File: src/rtl/br_hazard_ctrl_if.sv
// Pipeline <-> ID-stage branch hazard controller signal bundle.
// The pipeline side drives the stage state; the controller returns stall/forward/redirect.
interface br_hazard_ctrl_if;
  localparam int unsigned REG_W = 5;
  localparam int unsigned FWD_W = 2;
  localparam int unsigned CNT_W = 32;

  logic             id_valid;
  logic             id_is_br;
  logic             id_use_rs;
  logic             id_use_rt;
  logic [REG_W-1:0] id_rs;
  logic [REG_W-1:0] id_rt;
  logic             ex_wen;
  logic             ex_load;
  logic [REG_W-1:0] ex_rd;
  logic             mem_wen;
  logic             mem_load;
  logic [REG_W-1:0] mem_rd;
  logic             wb_wen;
  logic [REG_W-1:0] wb_rd;
  logic             br_flag;
  logic             flush;

  logic             stall;
  logic             idex_bubble;
  logic [FWD_W-1:0] fwd_a;
  logic [FWD_W-1:0] fwd_b;
  logic             pc_redirect;
  logic [CNT_W-1:0] stall_cnt;
  logic [CNT_W-1:0] taken_cnt;

  modport master (
    output id_valid, id_is_br, id_use_rs, id_use_rt, id_rs, id_rt,
           ex_wen, ex_load, ex_rd, mem_wen, mem_load, mem_rd,
           wb_wen, wb_rd, br_flag, flush,
    input  stall, idex_bubble, fwd_a, fwd_b, pc_redirect, stall_cnt, taken_cnt
  );

  modport slave (
    input  id_valid, id_is_br, id_use_rs, id_use_rt, id_rs, id_rt,
           ex_wen, ex_load, ex_rd, mem_wen, mem_load, mem_rd,
           wb_wen, wb_rd, br_flag, flush,
    output stall, idex_bubble, fwd_a, fwd_b, pc_redirect, stall_cnt, taken_cnt
  );
endinterface

File: src/rtl/br_hazard_ctrl.sv
// ID-stage branch hazard controller: stalls branches/jr whose operands are not
// yet available, picks comparator forwarding sources, gates the redirect and
// keeps saturating stall/taken counters.
module br_hazard_ctrl (
  input  logic            clk,
  input  logic            rst,
  br_hazard_ctrl_if.slave bus
);
  localparam int unsigned REG_W = 5;
  localparam int unsigned FWD_W = 2;
  localparam int unsigned HZ_W  = 2;
  localparam int unsigned CNT_W = 32;

  localparam logic [FWD_W-1:0] FWD_RF  = FWD_W'(0);
  localparam logic [FWD_W-1:0] FWD_MEM = FWD_W'(1);
  localparam logic [FWD_W-1:0] FWD_WB  = FWD_W'(2);
  localparam logic [CNT_W-1:0] CNT_MAX = '1;

  typedef enum logic {RUN = 1'b0, HOLD = 1'b1} state_t;

  state_t            state_q;
  logic [HZ_W-1:0]   cnt_q;
  logic [CNT_W-1:0]  stall_cnt_q;
  logic [CNT_W-1:0]  taken_cnt_q;

  logic              rs_live;
  logic              rt_live;
  logic [HZ_W-1:0]   need_rs;
  logic [HZ_W-1:0]   need_rt;
  logic [HZ_W-1:0]   hazard;
  logic              stall_c;
  logic              redirect_c;

  // Cycles a live source must wait for its producer in EX or MEM.
  function automatic logic [HZ_W-1:0] need_cycles(
    input logic             live,
    input logic [REG_W-1:0] r,
    input logic             ex_wen, ex_load,
    input logic [REG_W-1:0] ex_rd,
    input logic             mem_wen, mem_load,
    input logic [REG_W-1:0] mem_rd
  );
    logic [HZ_W-1:0] n;
    n = HZ_W'(0);
    if (live) begin
      if (ex_wen && ex_rd == r)            n = ex_load ? HZ_W'(2) : HZ_W'(1);
      else if (mem_wen && mem_load && mem_rd == r) n = HZ_W'(1);
    end
    return n;
  endfunction

  // Comparator operand source; register 0 always reads the register file.
  function automatic logic [FWD_W-1:0] fwd_sel(
    input logic [REG_W-1:0] r,
    input logic             mem_wen, mem_load,
    input logic [REG_W-1:0] mem_rd,
    input logic             wb_wen,
    input logic [REG_W-1:0] wb_rd
  );
    logic [FWD_W-1:0] f;
    f = FWD_RF;
    if (r != '0) begin
      if (mem_wen && !mem_load && mem_rd == r) f = FWD_MEM;
      else if (wb_wen && wb_rd == r)           f = FWD_WB;
    end
    return f;
  endfunction

  // Hazard depth as the worse of the two sources.
  always_comb begin
    rs_live = bus.id_valid && bus.id_is_br && bus.id_use_rs && (bus.id_rs != '0);
    rt_live = bus.id_valid && bus.id_is_br && bus.id_use_rt && (bus.id_rt != '0);
    need_rs = need_cycles(rs_live, bus.id_rs, bus.ex_wen, bus.ex_load, bus.ex_rd,
                          bus.mem_wen, bus.mem_load, bus.mem_rd);
    need_rt = need_cycles(rt_live, bus.id_rt, bus.ex_wen, bus.ex_load, bus.ex_rd,
                          bus.mem_wen, bus.mem_load, bus.mem_rd);
    hazard  = (need_rs > need_rt) ? need_rs : need_rt;
  end

  // Same-cycle stall, bubble, forwarding and redirect; flush overrides all.
  always_comb begin
    stall_c    = 1'b0;
    redirect_c = 1'b0;
    if (!bus.flush) begin
      stall_c    = (state_q == HOLD) || (hazard != '0);
      redirect_c = bus.br_flag && bus.id_valid && bus.id_is_br &&
                   (state_q == RUN) && (hazard == '0);
    end
    bus.stall       = stall_c;
    bus.idex_bubble = stall_c;
    bus.pc_redirect = redirect_c;
    bus.fwd_a       = fwd_sel(bus.id_rs, bus.mem_wen, bus.mem_load, bus.mem_rd,
                              bus.wb_wen, bus.wb_rd);
    bus.fwd_b       = fwd_sel(bus.id_rt, bus.mem_wen, bus.mem_load, bus.mem_rd,
                              bus.wb_wen, bus.wb_rd);
    bus.stall_cnt   = stall_cnt_q;
    bus.taken_cnt   = taken_cnt_q;
  end

  // RUN/HOLD sequencing: a load in EX holds one extra cycle via cnt.
  always_ff @(posedge clk or posedge rst) begin
    if (rst) begin
      state_q <= RUN;
      cnt_q   <= '0;
    end else if (bus.flush) begin
      state_q <= RUN;
      cnt_q   <= '0;
    end else begin
      case (state_q)
        RUN: begin
          if (hazard == HZ_W'(2)) begin
            cnt_q   <= HZ_W'(1);
            state_q <= HOLD;
          end
        end
        HOLD: begin
          cnt_q <= (cnt_q == '0) ? '0 : cnt_q - HZ_W'(1);
          if (cnt_q <= HZ_W'(1)) state_q <= RUN;
        end
        default: begin
          state_q <= RUN;
          cnt_q   <= '0;
        end
      endcase
    end
  end

  // Saturating performance counters.
  always_ff @(posedge clk or posedge rst) begin
    if (rst) begin
      stall_cnt_q <= '0;
      taken_cnt_q <= '0;
    end else begin
      if (stall_c && stall_cnt_q != CNT_MAX)    stall_cnt_q <= stall_cnt_q + CNT_W'(1);
      if (redirect_c && taken_cnt_q != CNT_MAX) taken_cnt_q <= taken_cnt_q + CNT_W'(1);
    end
  end

endmodule

File: src/flat_wrapper.sv
// flat-port wrapper written by rule: the top's interface ports become plain ports
module br_hazard_ctrl_flat 
  (clk, rst, bus_id_valid, bus_id_is_br, bus_id_use_rs, bus_id_use_rt, bus_id_rs, bus_id_rt, bus_ex_wen, bus_ex_load, bus_ex_rd, bus_mem_wen, bus_mem_load, bus_mem_rd, bus_wb_wen, bus_wb_rd, bus_br_flag, bus_flush, bus_stall, bus_idex_bubble, bus_fwd_a, bus_fwd_b, bus_pc_redirect, bus_stall_cnt, bus_taken_cnt);
  br_hazard_ctrl_if bus_i ();
  input  logic clk;
  input  logic rst;
  input wire logic [$bits(bus_i.id_valid)-1:0] bus_id_valid;
  input wire logic [$bits(bus_i.id_is_br)-1:0] bus_id_is_br;
  input wire logic [$bits(bus_i.id_use_rs)-1:0] bus_id_use_rs;
  input wire logic [$bits(bus_i.id_use_rt)-1:0] bus_id_use_rt;
  input wire logic [$bits(bus_i.id_rs)-1:0] bus_id_rs;
  input wire logic [$bits(bus_i.id_rt)-1:0] bus_id_rt;
  input wire logic [$bits(bus_i.ex_wen)-1:0] bus_ex_wen;
  input wire logic [$bits(bus_i.ex_load)-1:0] bus_ex_load;
  input wire logic [$bits(bus_i.ex_rd)-1:0] bus_ex_rd;
  input wire logic [$bits(bus_i.mem_wen)-1:0] bus_mem_wen;
  input wire logic [$bits(bus_i.mem_load)-1:0] bus_mem_load;
  input wire logic [$bits(bus_i.mem_rd)-1:0] bus_mem_rd;
  input wire logic [$bits(bus_i.wb_wen)-1:0] bus_wb_wen;
  input wire logic [$bits(bus_i.wb_rd)-1:0] bus_wb_rd;
  input wire logic [$bits(bus_i.br_flag)-1:0] bus_br_flag;
  input wire logic [$bits(bus_i.flush)-1:0] bus_flush;
  output wire logic [$bits(bus_i.stall)-1:0] bus_stall;
  output wire logic [$bits(bus_i.idex_bubble)-1:0] bus_idex_bubble;
  output wire logic [$bits(bus_i.fwd_a)-1:0] bus_fwd_a;
  output wire logic [$bits(bus_i.fwd_b)-1:0] bus_fwd_b;
  output wire logic [$bits(bus_i.pc_redirect)-1:0] bus_pc_redirect;
  output wire logic [$bits(bus_i.stall_cnt)-1:0] bus_stall_cnt;
  output wire logic [$bits(bus_i.taken_cnt)-1:0] bus_taken_cnt;
  assign bus_i.id_valid = bus_id_valid;
  assign bus_i.id_is_br = bus_id_is_br;
  assign bus_i.id_use_rs = bus_id_use_rs;
  assign bus_i.id_use_rt = bus_id_use_rt;
  assign bus_i.id_rs = bus_id_rs;
  assign bus_i.id_rt = bus_id_rt;
  assign bus_i.ex_wen = bus_ex_wen;
  assign bus_i.ex_load = bus_ex_load;
  assign bus_i.ex_rd = bus_ex_rd;
  assign bus_i.mem_wen = bus_mem_wen;
  assign bus_i.mem_load = bus_mem_load;
  assign bus_i.mem_rd = bus_mem_rd;
  assign bus_i.wb_wen = bus_wb_wen;
  assign bus_i.wb_rd = bus_wb_rd;
  assign bus_i.br_flag = bus_br_flag;
  assign bus_i.flush = bus_flush;
  assign bus_stall = bus_i.stall;
  assign bus_idex_bubble = bus_i.idex_bubble;
  assign bus_fwd_a = bus_i.fwd_a;
  assign bus_fwd_b = bus_i.fwd_b;
  assign bus_pc_redirect = bus_i.pc_redirect;
  assign bus_stall_cnt = bus_i.stall_cnt;
  assign bus_taken_cnt = bus_i.taken_cnt;
  br_hazard_ctrl u_core (.clk(clk), .rst(rst), .bus(bus_i));
endmodule
File: config.mk
export PLATFORM = sky130hd
export DESIGN_NAME = br_hazard_ctrl_flat
export DESIGN_NICKNAME = d
export VERILOG_FILES = /design/src/rtl/br_hazard_ctrl_if.sv /design/src/rtl/br_hazard_ctrl.sv /design/src/flat_wrapper.sv
export SDC_FILE = /design/constraint.sdc
export NUM_CORES = 1
export LEC_CHECK = 0
export ABC_AREA = 0
export BUFFER_PORTS_ARGS = -buffer_cell sky130_fd_sc_hd__buf_2
export CORE_MARGIN = 5
export CORE_UTILIZATION = 54
export CTS_BUF_LIST = sky130_fd_sc_hd__clkbuf_8
export DETAILED_ROUTE_END_ITERATION = 10
export HOLD_SLACK_MARGIN = 0.1
export PLACE_DENSITY = 0.91
export SLEW_MARGIN = 40
export SYNTH_ARGS = -nofsm -noshare
export SYNTH_HDL_FRONTEND = slang
export SYNTH_SLANG_ARGS = --single-unit
File: constraint.sdc
create_clock -name clk -period 3.9 [get_ports clk]
set_input_delay 0.195 -clock clk [delete_from_list [all_inputs] [get_ports clk]]
set_output_delay 0.195 -clock clk [all_outputs]
set_load 0.005 [all_outputs]
---- Word level (Yosys, flattened, before mapping) ----
Index checks and enable logic that the tools add are counted.
word-level totals
  input bits .............................. 38
  logic and storage cells ................. 72
  output and inout bits ................... 71
  bits in registers ....................... 67
operators by class
  add/subtract/negate cells ............... 3
  multiplexer cells ....................... 24
  $lt $le $gt $ge ......................... 2
  reductions and logical operators ........ 28
  bitwise logic cells ..................... 1
  equality and inequality tests ........... 10
operators with widths
  operator                                                                number
  32-bit by 1-bit adder with 32-bit output (second input constant)        2
  32-bit inequality test (second input constant)                          2
  5-bit == test                                                           6
  2-bit two-way mux                                                       15
  1-bit logical AND                                                       21
  5-bit nonzero test                                                      2
  1-bit two-way mux                                                       7
  2-bit logical NOT                                                       2
  2-bit case mux with 2 select lines                                      1
  3-bit inequality test (second input constant)                           1
  2-bit == test (second input constant)                                   1
  2-bit > comparator                                                      1
  2-bit by 1-bit <= comparator with 1-bit output (second input constant)  1
  1-bit case mux with 2 select lines                                      1
  2-bit nonzero test                                                      1
  2-bit by 1-bit subtractor with 2-bit output (second input constant)     1
  1-bit logical NOT                                                       1
  1-bit logical OR                                                        1
  1-bit inverter                                                          1

---- Logic depth before layout (Yosys ltp) ----
Gate-level depths: netlist of run 1.
  word-level depth ........................ 11
  mapped depth ............................ 15
  mapped depth without buffers ............ 14

---- Least setup slack after synthesis of run 1 ----
Ideal clock, no wire load.
  path kind ............................... input to register
  start point ............................. input bus_id_rs[1]
  end point ............................... register u_core.stall_cnt_q[12], in the netlist u_core.bus.stall_cnt[12]
  setup time .............................. 0.124 ns
  slack ................................... 0.923 ns
  path buffers ............................ 1
  data required time ...................... 3.776 ns
  arrival ................................. 2.853 ns
  stages on the path ...................... 13
  cell sequence ........................... or4_1 -> nor2_1 -> nor2_1 -> and3_1 -> ha_1 -> nor2b_1 -> o21ai_0 -> nor3_1 -> a32o_1 -> buf_6 -> o211a_1 -> and3b_1 -> xor2_1
between the ends
  word-level cells in the longest chain between the ends .. 11
  elaborated cells between the ends (all ways) .. 15
  classes of those cells .................. order compare: 1; eq/ne: 2; mux: 5; reduce/logical: 7
RTL lines
  what                  line                   source
  from (decl)           flat_wrapper.sv:11     input wire logic [$bits(bus_i.id_rs)-1:0] bus_id_rs;
  5-bit == test         br_hazard_ctrl.sv:47   else if (mem_wen && mem_load && mem_rd == r) n = HZ_W'(1);
  1-bit logical AND     br_hazard_ctrl.sv:47
  1-bit two-way mux     br_hazard_ctrl.sv:47
  2-bit two-way mux     br_hazard_ctrl.sv:46   if (ex_wen && ex_rd == r) n = ex_load ? HZ_W'(2) : HZ_W'(1);
  2-bit two-way mux *   br_hazard_ctrl.sv:45   if (live) begin
  2-bit > comparator    br_hazard_ctrl.sv:77   hazard = (need_rs > need_rt) ? need_rs : need_rt;
  2-bit two-way mux *   br_hazard_ctrl.sv:77
  2-bit nonzero test *  br_hazard_ctrl.sv:85   stall_c = (state_q == HOLD) || (hazard != '0);
  1-bit logical OR *    br_hazard_ctrl.sv:85
  1-bit two-way mux *   br_hazard_ctrl.sv:84   if (!bus.flush) begin
  1-bit logical AND *   br_hazard_ctrl.sv:134  if (stall_c && stall_cnt_q != CNT_MAX) stall_cnt_q <= stall_cnt_q + CNT_W'(1);
  to (signal assigned)  br_hazard_ctrl.sv:134
  to (decl)             br_hazard_ctrl.sv:23   logic [CNT_W-1:0] stall_cnt_q;
Every way passes the cells marked *; elsewhere a longest branch is shown, timed or not.
A chain may end at the register's enable or synchronous reset.

---- Worst setup path in the final report of run 1 ----
  start point ............................. input bus_id_rs[1]
  end point ............................... output bus_idex_bubble
between the ends
  word-level cells in the longest chain between the ends .. 10
  elaborated cells between the ends (all ways) .. 14
  classes of those cells .................. order compare: 1; eq/ne: 2; mux: 5; reduce/logical: 6
RTL lines
  what                  line                  source
  5-bit == test         br_hazard_ctrl.sv:47
  1-bit logical AND     br_hazard_ctrl.sv:47
  1-bit two-way mux     br_hazard_ctrl.sv:47
  2-bit two-way mux     br_hazard_ctrl.sv:46
  2-bit two-way mux *   br_hazard_ctrl.sv:45
  2-bit > comparator    br_hazard_ctrl.sv:77
  2-bit two-way mux *   br_hazard_ctrl.sv:77
  2-bit nonzero test *  br_hazard_ctrl.sv:85
  1-bit logical OR *    br_hazard_ctrl.sv:85
  1-bit two-way mux *   br_hazard_ctrl.sv:84
  to (decl)             flat_wrapper.sv:24    output wire logic [$bits(bus_i.idex_bubble)-1:0] bus_idex_bubble;
Marks and branches as above.

==> impl_metrics.ini, run 1 <==
[worst_setup_path]
reg2regPathDepth = 8
critical_path.top_delay_family = simple AND/OR/NAND/NOR gates
path_cells = buf_2 > or4_1 > nor2_1 > nor2_1 > and3_1 > ha_1 > nor2b_1 > o21ai_0 > nor3_1 > a32o_1 > o21ai_2 > inv_1 > buf_2
cp.depth = 13
crit_type = input port to output port
crit_path_end_kind = output port
crit_path_start_kind = input port
crit_buf_inv = 3
max_stage_delay_ns = 0.56
cp.arrival_ns = 3.38
crit_slowest_cell = a32o_1
required_ns = 3.70
critPathMaxFanout = 10

[hold_path]
hp-class = input port to flip-flop
hold_depth = 4

[global_routing]
grt_pass1_wl_um = 15000
track_usage = 0.214
grt-ovfl-total = 0
grt_pass1_vias = 3234
grt_max_degree = 36
antenna_found_initial = 0

[routing]
routed_wl_um = 8940
drtIter0Drc = 96
drt-wirelength-per-cell_um = 15.4
drc = 0
vias = 3213
antenna_left = 0
viasPerCell = 5.53
drt-pass1-iter-count = 4

[sta]
tightest_slew_ns = 0.679
setup_viol = 0
holdWs_ns = 0.373
hold_violations = 0
fmax_mhz = 280
rsz0062_at_grt = false
finalCritPeriodShare = 0.916
slew_violations = 0
clock_skew_ns = 0.00677
setup_tns_ns = 0
min_period_ns = 3.57
slew_headroom = 0.547

[synthesis]
seq_area_frac_synth = 0.447
ys_async_sr_fraction = 1.00
yosys_warnings = 0
synth_ff_type = dfrtp_1
synth-seq-cells = 67
syn-num-nets = 424
synth_area_mm2 = 0.00375
synthDistinctLibCells = 41
synth-edff-count = 0
synthCells = 381
avgSynthCellArea_um2 = 9.84

[cts]
clock-sinks = 67
clock-root-buffer = clkbuf_8
htreeDepth = 3
postCtsHoldBufs = 2
cts_buffer_depth = 2
cts_resized = 0
clk_pin_slew_worst_paths_ns = 0.06
cts_tree = done
cts-buffers-inserted = 9
clk_latency_ns = 0.34
cts_setup_buffers = 0

[layout]
nets = 540
final_common_cell = buf_2
drive_above_1_share = 0.273
fillers = 519
syn_to_final_growth_pct = 21.7
antennaDiodeCount = 0
final-seq-area_mm2 = 0.00168
mostFrequentLayoutCells = buf_2, dfrtp_1, xnor2_1
multiInputGateArea_mm2 = 0.00197

[outcome]
status = completed

[floorplanning]
row_count = 30
coreArea_mm2 = 0.00676
start_util = 0.555
die-area_mm2 = 0.00871
io_pins = 109
die_width_um = 93.3
die_h_um = 93.3

[flow_run]
cap_violations = 0

[pwr]
ir_worst_vdd_uv = 283
power.density_mw_per_mm2 = 319
p_leak_nw = 2.33

[placement]
hpwl_um = 6950
numPortBuffers = 108
globalplace.congestion = 0.933
-- routing by layer --
metal | track usage | vias to the layer above | part of all wire | routed length, um
met3 | 0.0499 | 23 | 0.051 | 460
met5 | 0 | - | 0 | 0
met2 | 0.356 | 93 | 0.50 | 4490
met1 | 0.272 | 1547 | 0.43 | 3810
li1 | - | 1550 | - | -
met4 | 0.0806 | 0 | 0.020 | 182
-- where the power goes --
part | internal (mW) | switching [mW] | total [mW]
Clock | 0.306 | 0.254 | 0.561
Combinational | 0.0713 | 0.0778 | 0.149
Sequential | 0.717 | 0.0279 | 0.745
-- Yosys cell counts, drive strengths merged (4+ instances only) --
cell type / instances / area [um2]
dfrtp: 67 / 1680
xnor2: 51 / 447
xor2: 40 / 350
nand2: 37 / 139
nor2: 32 / 133
nand3: 26 / 130
nand4: 21 / 131
nor3: 20 / 105
and3: 15 / 93.8
inv: 14 / 52.6
nor4: 11 / 81.3
and4: 6 / 52.6
buf: 5 / 42.5
ha: 5 / 62.6
and2: 4 / 25.0
o21ai: 4 / 23.8
-- final cells by class --
| type | instances | share of cell area |
|---|---|---|
| multi-input combinational | 294 | 0.432 |
| sequential | 67 | 0.368 |
| timing repair buffer | 111 | 0.125 |
| inverter | 14 | 0.0115 |
| clock inverter | 5 | 0.0118 |
| clock buffer | 10 | 0.0302 |
| tap | 80 | 0.0219 |
-- worst min-delay path, delay by kind of cell --
kind	cells	cell delay [ns]
buffers and inverters	1	0.10
XOR/XNOR	1	0.07
AND/OR/NAND/NOR	2	0.31
-- kinds of logic (layout without fill, tap and decap cells) --
group,count (synthesis),in the layout,synth area share
adder cells (fa/ha/maj),5,5,0.0167
buffers and inverters,20,140,0.0264
flip-flops,67,67,0.447
AND/OR/NAND/NOR,182,182,0.257
AO/OA/AOI/OAI,12,12,0.0284
XOR/XNOR,91,91,0.213
multiplexers,4,4,0.0114
-- flip-flops by register name, summed over array words and instances, names as in the netlist --
signal,count
u_core.bus.stall_cnt,32
u_core.cnt_q,2
u_core.bus.taken_cnt,32
u_core.state_q,1
-- path summary, 6_finish.rpt --
| check | from | end | slack, ns |
|---|---|---|---|
| setup / recovery | bus_id_rs[1] | bus_idex_bubble | 0.33 |
| hold / removal | bus_br_flag | u_core.bus.taken_cnt[21] | 0.37 |
| setup reg to reg | u_core.bus.stall_cnt[9] | u_core.bus.stall_cnt[28] | 1.35 |
| hold reg to reg | u_core.bus.taken_cnt[18] | u_core.bus.taken_cnt[18] | 0.49 |
| max in group asynchronous | rst | u_core.bus.stall_cnt[27] | 2.50 |
| min in group asynchronous | rst | u_core.bus.taken_cnt[4] | 0.51 |
-- stage by stage --
step / setup WS, ns / power (mW) / cell area (um2) / cells / util
2_1_floorplan: 0.923 / 0.831 / 3750 / 381 / -
3_3_place_gp: 0.444 / 0.899 / 4350 / 564 / 0.644
3_5_place_dp: 0.263 / 0.906 / 4350 / 564 / 0.644
4_1_cts: 0.345 / 1.47 / 4560 / 581 / 0.675
5_1_grt: 0.142 / 1.52 / 4560 / 581 / 0.675
6_report: 0.329 / 1.45 / 4560 / 581 / 0.675
Note: power is estimated with default switching activity, not from simulation.
==> run 2: changes to the inputs <==
==> constraint.sdc (replaced) <==
create_clock -name clk -period 4.1 [get_ports clk]
set_input_delay 0.205 -clock clk [delete_from_list [all_inputs] [get_ports clk]]
set_output_delay 0.205 -clock clk [all_outputs]
set_load 0.005 [all_outputs]
==> run 2 against run 1 <==
  * Combinational power decreased by 5%
  * Clock skew down 0.00066 ns
  * Flip-flop and latch count unchanged
  * Global-route usage rose by 0.42 points
  * Die area is the same
  * Hold slack improved by 0.016 ns
  * Critical path type unchanged
  * Largest cell class unchanged
==> impl_metrics.ini, run 2 (synthesis gave the netlist of run 1 again) <==
[outcome]
status = completed

[worst_setup_path]
cp.arrival_ns = 3.38
required_ns = 3.89
crit_type = input port to output port
crit_path_end_kind = output port
critPathMaxFanout = 10
reg2regPathDepth = 8
crit_path_start_kind = input port

[cts]
cts_resized = 0
htreeDepth = 3
cts_buffer_depth = 2
clock-sinks = 67
clk_latency_ns = 0.35
cts-buffers-inserted = 9
clk_pin_slew_worst_paths_ns = 0.06
cts_tree = done
clock-root-buffer = clkbuf_8

[pwr]
p_leak_nw = 2.33
power.density_mw_per_mm2 = 308
ir_worst_vdd_uv = 263

[sta]
slew_violations = 0
min_period_ns = 3.58
clock_skew_ns = 0.00611
hold_violations = 0
tightest_slew_ns = 0.704
slew_headroom = 0.526
fmax_mhz = 279
rsz0062_at_grt = false
finalCritPeriodShare = 0.874
setup_tns_ns = 0
setup_viol = 0

[global_routing]
grt_max_degree = 36
grt-ovfl-total = 0
grt_pass1_wl_um = 15100
grt_pass1_vias = 3221
track_usage = 0.219
antenna_found_initial = 0

[layout]
syn_to_final_growth_pct = 21.9
drive_above_1_share = 0.272
antennaDiodeCount = 0
fillers = 553
final_common_cell = buf_2
mostFrequentLayoutCells = buf_2, dfrtp_1, xnor2_1
fin_cells = 580
nets = 540

[hold_path]
hp-class = input port to flip-flop
hold_depth = 4

[floorplanning]
io_pins = 109
coreArea_mm2 = 0.00676
start_util = 0.555
die_width_um = 93.3
row_count = 30
die-area_mm2 = 0.00871
die_h_um = 93.3

[routing]
drt-pass1-iter-count = 4
vias = 3225
drt-wirelength-per-cell_um = 15.5
drtIter0Drc = 136
routed_wl_um = 8960
drc = 0
viasPerCell = 5.56
antenna_left = 0

[flow_run]
cap_violations = 0

[placement]
hpwl_um = 6900
globalplace.congestion = 0.933
dp.cells = 564
numPortBuffers = 108
[run 2: path summary, 6_finish.rpt]
kind                                         start                       end  slack (ns)
min in group asynchronous                      rst   u_core.bus.taken_cnt[9]        0.52
min                                    bus_br_flag  u_core.bus.taken_cnt[21]        0.39
max reg2reg                u_core.bus.stall_cnt[9]  u_core.bus.stall_cnt[26]        1.63
max in group asynchronous                      rst  u_core.bus.stall_cnt[26]        2.69
max                                   bus_id_rs[0]                 bus_stall        0.52
min reg2reg                u_core.bus.taken_cnt[9]   u_core.bus.taken_cnt[9]        0.48
[run 2: power breakdown]
| group | switching [mW] | leakage (nW) | internal (mW) |
|---|---|---|---|
| logic | 0.0740 | 1.34 | 0.0681 |
| clock network | 0.236 | 0.104 | 0.323 |
| registers | 0.0260 | 0.888 | 0.682 |
| total | 0.335 | 2.33 | 1.07 |
[run 2: cell type report]
class | instances | area [um2] | share of cell area
timing repair buffer | 111 | 568 | 0.124
clock inverter | 2 | 35.0 | 0.00767
clock buffer | 12 | 165 | 0.0361
multi-input combinational | 294 | 1970 | 0.432
inverter | 14 | 52.6 | 0.0115
sequential | 67 | 1680 | 0.367
tap | 80 | 100 | 0.0219
[run 2: routing by layer]
metal,GRT usage,up-vias,share of wire
met5,0,-,0
met4,0.0708,0,0.018
met3,0.0619,20,0.055
met2,0.362,89,0.50
met1,0.276,1570,0.43
li1,-,1546,-
[run 2: through the flow]
stage          cell area [um2]  power [mW]  hold slack, ns   util  setup slack (ns)
3_3_place_gp              4350       0.856           0.332  0.644             0.635
4_1_cts                   4570        1.42           0.383  0.676             0.535
5_1_grt                   4570        1.47           0.396  0.676             0.254
6_report                  4570        1.41           0.389  0.676             0.516
2_1_floorplan             3750       0.790           0.272      -              1.11
3_5_place_dp              4350       0.862           0.339  0.644             0.472
[run 2: critical path, stage by stage]
cell     delay [ns]
buf_2          0.14
xor2_1         0.17
nor4_1         0.30
and3_1         0.26
mux2i_1        0.31
nand2_1        0.10
ha_1           0.30
nand2_1        0.05
o21ai_0        0.14
nor3_1         0.29
a32o_1         0.55
o21ai_2        0.19
inv_1          0.21
buf_2          0.16
[run 2: repair_timing]
action,in CTS,in global routing
hold buffers,2,0
setup buffers,0,0
setup endpoints to repair,0,0
hold endpoints to repair,33,0
==> run 3: changes to the inputs <==
--- a/config.mk
+++ b/config.mk
@@ -12,7 +12,7 @@
 export CTS_BUF_LIST = sky130_fd_sc_hd__clkbuf_8
 export DETAILED_ROUTE_END_ITERATION = 10
 export HOLD_SLACK_MARGIN = 0.1
-export PLACE_DENSITY = 0.91
+export PLACE_DENSITY_LB_ADDON = 0.25
 export SLEW_MARGIN = 40
 export SYNTH_ARGS = -nofsm -noshare
 export SYNTH_HDL_FRONTEND = slang
==> run 3 against run 2 <==
  * Worst setup slack got worse by 0.040 ns
  * Clock power fell by 4.8%
  * Clock-buffer cell count fell by 3
  * Maximum frequency fell by 1.1%
  * Via count fell by 2.8%
  * First-iteration DRC count fell by 23%
  * Flip-flop and latch count did not move
  * Routed wire length fell by 3.3%
  * Critical path type unchanged
==> impl_metrics.ini, run 3 (synthesis gave the netlist of run 1 again) <==
[global_routing]
grt-ovfl-total = 0
track_usage = 0.212
grt_max_degree = 36
grt_pass1_wl_um = 14900
grt_pass1_vias = 3195
antenna_found_initial = 0

[layout]
fillers = 541
mostFrequentLayoutCells = buf_2, dfrtp_1, xnor2_1
final_common_cell = buf_2
syn_to_final_growth_pct = 21.7
antennaDiodeCount = 0
drive_above_1_share = 0.273
nets = 540
finish.utilization = 0.675

[floorplanning]
io_pins = 109
die_h_um = 93.3
coreArea_mm2 = 0.00676
die-area_mm2 = 0.00871
die_width_um = 93.3
row_count = 30
start_util = 0.555

[hold_path]
hp-class = input port to flip-flop
hp-start = bus_br_flag
hold_depth = 5
min_to = u_core.bus.taken_cnt[27]

[worst_setup_path]
crit_type = input port to output port
reg2reg_to = u_core.bus.taken_cnt[1]
crit_path_end_kind = output port
cp.arrival_ns = 3.42
reg2regPathDepth = 7
r2r_slack_ns = 1.69
critPathMaxFanout = 10
r2r-start = u_core.bus.taken_cnt[13]
required_ns = 3.89
crit_path_start_kind = input port

[cts]
htreeDepth = 3
cts_buffer_depth = 2
cts-buffers-inserted = 9
cts_tree = done
clk_pin_slew_worst_paths_ns = 0.07
clock-sinks = 67
clk_latency_ns = 0.34
clock-root-buffer = clkbuf_8
cts_setup_buffers = 0

[pwr]
p_leak_nw = 2.33
power.density_mw_per_mm2 = 303
ir_worst_vdd_uv = 200

[sta]
clock_skew_ns = 0.00441
setup_viol = 0
min_period_ns = 3.62
hold_violations = 0
setup_tns_ns = 0
slew_headroom = 0.546
slew_violations = 0
tightest_slew_ns = 0.680
fmax_mhz = 276
finalCritPeriodShare = 0.884
rsz0062_at_grt = false

[routing]
drt-wirelength-per-cell_um = 14.9
drtIter0Drc = 105
antenna_left = 0
drc = 0
viasPerCell = 5.39
drt-pass1-iter-count = 4
vias = 3135
routed_wl_um = 8670

[outcome]
status = completed

[flow_run]
cap_violations = 0

[placement]
numPortBuffers = 108
hpwl_um = 6640
globalplace.congestion = 0.881
==> run 3: power breakdown <==
part	internal, mW	switching [mW]
registers	0.682	0.0260
logic	0.0676	0.0749
clock network	0.279	0.252
==> run 3: worst max path at each step <==
stage	end	start
after global routing	bus_idex_bubble	bus_id_rs[1]
after detailed placement	u_core.bus.stall_cnt[9]	bus_id_rs[1]
after floorplan	u_core.bus.stall_cnt[12]	bus_id_rs[1]
after CTS	bus_stall	bus_id_rs[1]
after global placement	u_core.bus.stall_cnt[12]	bus_id_rs[1]
final	bus_stall	bus_id_rs[1]
==> run 3: critical path, stage by stage <==
cell	delay [ns]
buf_2	0.14
or4_1	0.52
nor2_1	0.25
nor2_1	0.11
and3_1	0.22
ha_1	0.29
nor2b_1	0.13
o21ai_0	0.14
nor3_1	0.30
a32o_1	0.55
o21ai_2	0.18
inv_1	0.21
buf_2	0.16
==> run 3: timing repair <==
action                                 CTS  global route
resized for setup                        0             0
endpoints found under the hold margin   33             0
hold buffers                             2             0
==> run 3: through the flow <==
step | total power [mW] | worst slack, ns | cell area [um2] | hold slack [ns] | cells
after floorplan | 0.790 | 1.11 | 3750 | 0.272 | 381
after global placement | 0.855 | 0.649 | 4350 | 0.347 | 564
after detailed placement | 0.863 | 0.462 | 4350 | 0.351 | 564
after CTS | 1.39 | 0.527 | 4560 | 0.405 | 582
after global routing | 1.44 | 0.241 | 4560 | 0.448 | 582
final | 1.38 | 0.476 | 4560 | 0.410 | 582
==> run 3: cell type report <==
| class | count | area, um2 | share of cell area |
|---|---|---|---|
| well taps | 80 | 100 | 0.0219 |
| inverters | 14 | 52.6 | 0.0115 |
| flip-flops and latches | 67 | 1680 | 0.368 |
| multi-input cells | 294 | 1970 | 0.432 |
| clock inverters | 7 | 68.8 | 0.0151 |
| clock buffers | 9 | 124 | 0.0272 |
| repair buffers | 111 | 568 | 0.125 |
==> run 3: layer usage <==
metal,track usage,share of wire
met2,0.344,0.49
met1,0.286,0.44
met5,0,0
met4,0.0733,0.011
met3,0.0386,0.060
